### config.mk
export PLATFORM = sky130hd
export DESIGN_NAME = cache_line_mem_if
export DESIGN_NICKNAME = d
export VERILOG_FILES = /design/src/rtl/cache_line_mem_if.sv
export SDC_FILE = /design/constraint.sdc
export NUM_CORES = 2
export LEC_CHECK = 0
export BUFFER_PORTS_ARGS = -buffer_cell sky130_fd_sc_hd__buf_2
export CAP_MARGIN = 20
export CORE_AREA = 2 2 463 465
export CTS_CLUSTER_DIAMETER = 60
export DETAILED_ROUTE_END_ITERATION = 16
export DIE_AREA = 0 0 465 467
export GPL_ROUTABILITY_DRIVEN = 1
export PLACE_DENSITY_LB_ADDON = 0.3
export RECOVER_POWER = 50
export SLEW_MARGIN = 10
export SYNTH_ARGS = -nofsm -noshare
export SYNTH_HDL_FRONTEND = slang
export SYNTH_SLANG_ARGS = --single-unit
### constraint.sdc
create_clock -name clk -period 5 [get_ports clk]
set_clock_uncertainty 0.05 [all_clocks]
set_input_delay 1 -clock clk [delete_from_list [all_inputs] [get_ports clk]]
set_output_delay 1 -clock clk [all_outputs]
set_load 0.1 [all_outputs]
### src/rtl/cache_line_mem_if.sv
// Memory-side line engine: optional victim writeback, then a line fill,
// serialized as single-word beats and reassembled into a full line.
module cache_line_mem_if #(
    parameter int ADDR_BITS      = 32,
    parameter int WORD_BITS      = 32,
    parameter int WORDS_PER_LINE = 16,
    parameter int LINE_BITS      = WORD_BITS * WORDS_PER_LINE,
    parameter int OFFSET_BITS    = 6
) (
    input  logic                 clk,
    input  logic                 rst,
    input  logic                 req_valid,
    output logic                 req_ready,
    input  logic                 req_wb,
    input  logic [ADDR_BITS-1:0] req_wb_addr,
    input  logic [LINE_BITS-1:0] req_wb_data,
    input  logic [ADDR_BITS-1:0] req_fill_addr,
    output logic                 resp_valid,
    output logic [LINE_BITS-1:0] resp_data,
    output logic                 mem_cmd_valid,
    input  logic                 mem_cmd_ready,
    output logic                 mem_cmd_we,
    output logic [ADDR_BITS-1:0] mem_cmd_addr,
    output logic [WORD_BITS-1:0] mem_wdata,
    input  logic                 mem_rdata_valid,
    input  logic [WORD_BITS-1:0] mem_rdata
);

    localparam int BW    = $clog2(WORDS_PER_LINE);
    localparam int CW    = BW + 1;
    localparam int BSH   = $clog2(WORD_BITS / 8);
    localparam logic [BW-1:0] LAST = BW'(WORDS_PER_LINE - 1);
    localparam logic [CW-1:0] FULL = CW'(WORDS_PER_LINE);
    localparam logic [ADDR_BITS-1:0] BASE_MASK =
        {{(ADDR_BITS-OFFSET_BITS){1'b1}}, {OFFSET_BITS{1'b0}}};

    typedef enum logic [2:0] {
        S_IDLE,
        S_WB,
        S_RD,
        S_RD_WAIT,
        S_DONE
    } state_t;

    state_t               r_state;
    state_t               w_next;
    logic [ADDR_BITS-1:0] r_wb_base;
    logic [ADDR_BITS-1:0] r_fill_base;
    logic [LINE_BITS-1:0] r_wb_data;
    logic [LINE_BITS-1:0] r_resp_data;
    logic [BW-1:0]        r_beat;
    logic [CW-1:0]        r_acc;
    logic [CW-1:0]        r_rcv;

    logic                 w_accept;
    logic                 w_fire;
    logic                 w_last;
    logic                 w_take;
    logic [CW-1:0]        w_outstanding;
    logic [ADDR_BITS-1:0] w_beat_off;

    assign w_accept      = req_valid && (r_state == S_IDLE);
    assign mem_cmd_valid = (r_state == S_WB) || (r_state == S_RD);
    assign w_fire        = mem_cmd_valid && mem_cmd_ready;
    assign w_last        = (r_beat == LAST);
    assign w_outstanding = r_acc - r_rcv;
    // Data is only meaningful while a read is in flight.
    assign w_take        = mem_rdata_valid && (w_outstanding != '0);
    assign w_beat_off    = ADDR_BITS'(r_beat) << BSH;

    assign req_ready  = (r_state == S_IDLE);
    assign resp_valid = (r_state == S_DONE);
    assign resp_data  = r_resp_data;
    assign mem_cmd_we = (r_state == S_WB);

    always_comb begin
        mem_cmd_addr = '0;
        mem_wdata    = '0;
        unique case (r_state)
            S_WB: begin
                mem_cmd_addr = r_wb_base + w_beat_off;
                mem_wdata    = r_wb_data[r_beat*WORD_BITS +: WORD_BITS];
            end
            S_RD: begin
                mem_cmd_addr = r_fill_base + w_beat_off;
            end
            default: begin
            end
        endcase
    end

    always_comb begin
        w_next = r_state;
        unique case (r_state)
            S_IDLE: begin
                if (req_valid) begin
                    w_next = req_wb ? S_WB : S_RD;
                end
            end
            S_WB: begin
                if (w_fire && w_last) begin
                    w_next = S_RD;
                end
            end
            S_RD: begin
                if (w_fire && w_last) begin
                    w_next = S_RD_WAIT;
                end
            end
            S_RD_WAIT: begin
                if (r_rcv == FULL) begin
                    w_next = S_DONE;
                end
            end
            S_DONE: begin
                w_next = S_IDLE;
            end
            default: begin
                w_next = S_IDLE;
            end
        endcase
    end

    always_ff @(posedge clk or negedge rst) begin
        if (!rst) begin
            r_state <= S_IDLE;
        end else begin
            r_state <= w_next;
        end
    end

    always_ff @(posedge clk or negedge rst) begin
        if (!rst) begin
            r_wb_base   <= '0;
            r_fill_base <= '0;
            r_wb_data   <= '0;
            r_resp_data <= '0;
            r_beat      <= '0;
            r_acc       <= '0;
            r_rcv       <= '0;
        end else if (w_accept) begin
            r_wb_base   <= req_wb_addr & BASE_MASK;
            r_fill_base <= req_fill_addr & BASE_MASK;
            r_wb_data   <= req_wb_data;
            r_beat      <= '0;
            r_acc       <= '0;
            r_rcv       <= '0;
        end else begin
            // Beat index wraps to 0 after the last writeback beat,
            // so the read phase starts without a dead cycle.
            if (w_fire) begin
                r_beat <= r_beat + 1'b1;
            end
            if (w_fire && (r_state == S_RD)) begin
                r_acc <= r_acc + 1'b1;
            end
            if (w_take) begin
                r_resp_data[r_rcv[BW-1:0]*WORD_BITS +: WORD_BITS] <= mem_rdata;
                r_rcv <= r_rcv + 1'b1;
            end
        end
    end

endmodule

==> flow_summary.yaml <==
run:
  drv_cap: 18
worst_setup_path:
  crit_arrival_ns: 3.72
  worst-setup-path-type: "reg -> out"
  worst-r2r-cell-count: 5
  cp-end-kind: "output pin"
  reg2reg_from: "r_state[2]$_DFFE_PN0P_"
  crit_required_ns: 3.95
  critPathMaxFanout: 24
  regToRegEndpoint: "r_wb_data[287]$_DFFE_PN0P_"
  start_kind: "flip-flop"
  r2r_slack_ns: 0.64
grt:
  grt.total_usage_pct: 18.96
  antenna_found_initial: 85
  first_global_vias: 38817
  grt_pass1_wl_mm: 295.5
  grt_max_degree: 203
  overflow: 0
outcome:
  status: "finished, violations left"
  violations: "max-capacitance violations, max-slew violations"
synthesis:
  synth_enable_flop_cells: 0
  yosys.area.top_type: "dfrtp_1"
  ys_ff_latch: 1093
  ys.flop_type: "dfrtp_1"
  synth_cells: 4399
  synth_seq_area_share_pct: 57.59
  ys_warn_count: 0
  synth_area_leaders: "dfrtp_1 (58%), nand2_1 (14%), mux4_2 (7.6%), mux2_2 (7.5%), mux2i_1 (1.8%)"
  ys_types: 49
  netlist.area_leader.share_pct: 57.59
  syn_area_mm2: 0.04750
  avgSynthCellArea_um2: 10.80
  async_flop_share_pct: 100.0
floorplan:
  dieArea_mm2: 0.2172
  initial_core_util_pct: 22.44
  row_count: 169
  die_w_um: 465
  coreArea_mm2: 0.2117
  fp.dieH_um: 467
  ios: 1194
drt:
  first_iter_violations: 2713
  vias: 37859
  dr.pass1.iters: 6
  totalWireLength_mm: 211.0
  wl_per_cell_um: 24.92
  viasPerCell: 4.472
  drc: 0
  ant_nets: 0
clocking:
  cts_hold_buf: 0
  cts_sinks: 1093
  clk_pin_slew_worst_paths_ns: 0.06
  cts_buffers: 139
  clock_path_buffers: 3
  clock_latency_ns: 0.78
  cts_setup_buffers: 0
  htreeDepth: 4
  cts_tree: "yes"
  root_buffer: "clkbuf_16"
  post_cts_resized: 0
hold_path:
  hold_depth: 3
  min_path_type: "in -> reg"
  worstHoldStart: "req_wb_data[196]"
  hold_end: "r_wb_data[196]$_DFFE_PN0P_"
placement:
  hpwl_mm: 156.0
  dp.cells: 8185
  place_congestion: 0.8448
  io_buffers: 1179
timing:
  clock.fmax_mhz: 209.8
  final_max_slew_viol_count: 1506
  tns_ns: 0
  setup_viol: 0
  tightest_slew_ns: 2.394
  final-hold-violation-count: 0
  rsz0062_at_grt: "false"
  fin_crit_ns: 4.765
  fin_crit_sh_pct: 95.31
  slew-limit-headroom_pct: -59.63
final_layout:
  areaGrowthSynthToFinish_pct: 28.77
  final_nets: 6128
  fillers: 22455
  drive_gt1_share_pct: 35.28
  stdcell_count: 8465
  fin_util_pct: 28.90
power:
  ir_worst_vdd_uv: 591.6
  cellPowerDensity_mw_per_mm2: 737.7
  p_leak_uw: 0.03202
  power.total_uw: 45120
## worst max-delay path by stage
stage,start,endpoint,depth (start not counted)
4_1_cts,r_beat[0]$_DFFE_PN0P_,mem_wdata[3],5
3_5_place_dp,r_beat[0]$_DFFE_PN0P_,mem_wdata[7],5
3_3_place_gp,r_beat[0]$_DFFE_PN0P_,mem_wdata[8],5
6_report,r_beat[0]$_DFFE_PN0P_,mem_wdata[4],5
2_1_floorplan,r_state[2]$_DFFE_PN0P_,resp_data[137]$_DFFE_PN0P_,8
5_1_grt,r_beat[0]$_DFFE_PN0P_,mem_wdata[3],5
## cells in the final DEF, fill, tap and decap left out, types with 6 or more instances in the layout
master / count
buf_4: 50
o21ai_0: 111
mux2_1: 45
clkbuf_1: 44
clkbuf_2: 9
clkinv_4: 6
nor2_1: 29
dfrtp_1: 1088
clkbuf_4: 6
buf_2: 1178
bufinv_16: 8
buf_12: 7
diode_2: 26
nor3_4: 7
nand4_1: 11
clkinv_2: 17
clkbuf_16: 140
a22o_1: 26
mux4_2: 160
a21oi_1: 7
inv_1: 100
ha_1: 8
and3_1: 48
nand2_1: 1807
nand3_1: 54
and2_1: 95
nor3_1: 10
mux2i_1: 87
mux2_2: 317
o31ai_1: 24
inv_6: 9
clkbuf_8: 22
## flip-flops by register name, summed over array words and instances, names as in the netlist
signal	flops
r_beat	4
r_wb_base	26
r_wb_data	512
r_state	3
resp_data	512
r_acc	5
r_rcv	5
r_fill_base	26
## cell families after synthesis
family / count (synthesis) / share of synthesized area (%)
xor gates and xnor gates: 11 / 0.2318
adders and majority gates: 9 / 0.2371
DFF: 1093 / 57.59
muxes: 609 / 18.00
and+or+nand+nor: 2101 / 18.08
other: 1 / 0.007895
AOI/OAI and AO/OA: 176 / 2.244
buffers and inverters: 399 / 3.612
## stage by stage
step / setup slack [ns] / hold WS [ns] / cell area, um^2
after detailed placement: 0.9998 / 0.4077 / 56570
final: 0.2346 / 0.3368 / 61160
after global routing: 0.07899 / 0.2860 / 61120
after CTS: 0.09145 / 0.1322 / 61290
after floorplan: 0.6739 / 0.3903 / 47500
after global placement: 1.007 / 0.4032 / 56570
## cell type report
| cell class | count | area, um^2 | area share (%) |
|---|---|---|---|
| diodes | 26 | 65.06 | 0.1064 |
| clock buffers | 194 | 3926 | 6.420 |
| repair buffers | 1262 | 6546 | 10.70 |
| well taps | 2821 | 3530 | 5.771 |
| clock inverters | 60 | 792.0 | 1.295 |
| multi-input cells | 2908 | 18560 | 30.34 |
| flip-flops and latches | 1093 | 27370 | 44.75 |
| inverters | 101 | 379.1 | 0.6199 |
## critical path, stage by stage, from the launching register on
cell	delay, ns
dfrtp_4	0.79
buf_4	0.42
mux4_2	0.62
mux4_2	0.49
and2_1	0.24
buf_2	0.32
## synthesized netlist by cell type (all sizes together), types with 7 or more instances
master / instances
o21ai: 111
dfrtp: 1093
buf: 85
nor3: 20
and3: 48
o31ai: 24
mux4: 160
clkbuf: 213
and2: 96
a21oi: 7
a22o: 26
ha: 9
nand4: 11
nand3: 54
nor4: 7
nand2: 1808
inv: 100
nor2: 32
mux2i: 87
mux2: 362
## power breakdown
| part | switching, uW | internal (uW) |
|---|---|---|
| clock network | 4340 | 6010 |
| logic | 15900 | 5060 |
| registers | 1910 | 11900 |
| total | 22100 | 23000 |
## routing by layer
layer	vias to the layer above	GRT usage [%]	share of wire (%)
met5	-	0	0.18
met4	62	6.695	3.7
met3	367	4.715	6.7
met2	1423	33.33	50
met1	19299	22.36	39
li1	16708	-	-
No activity file was read; power rests on OpenSTA's default activity.
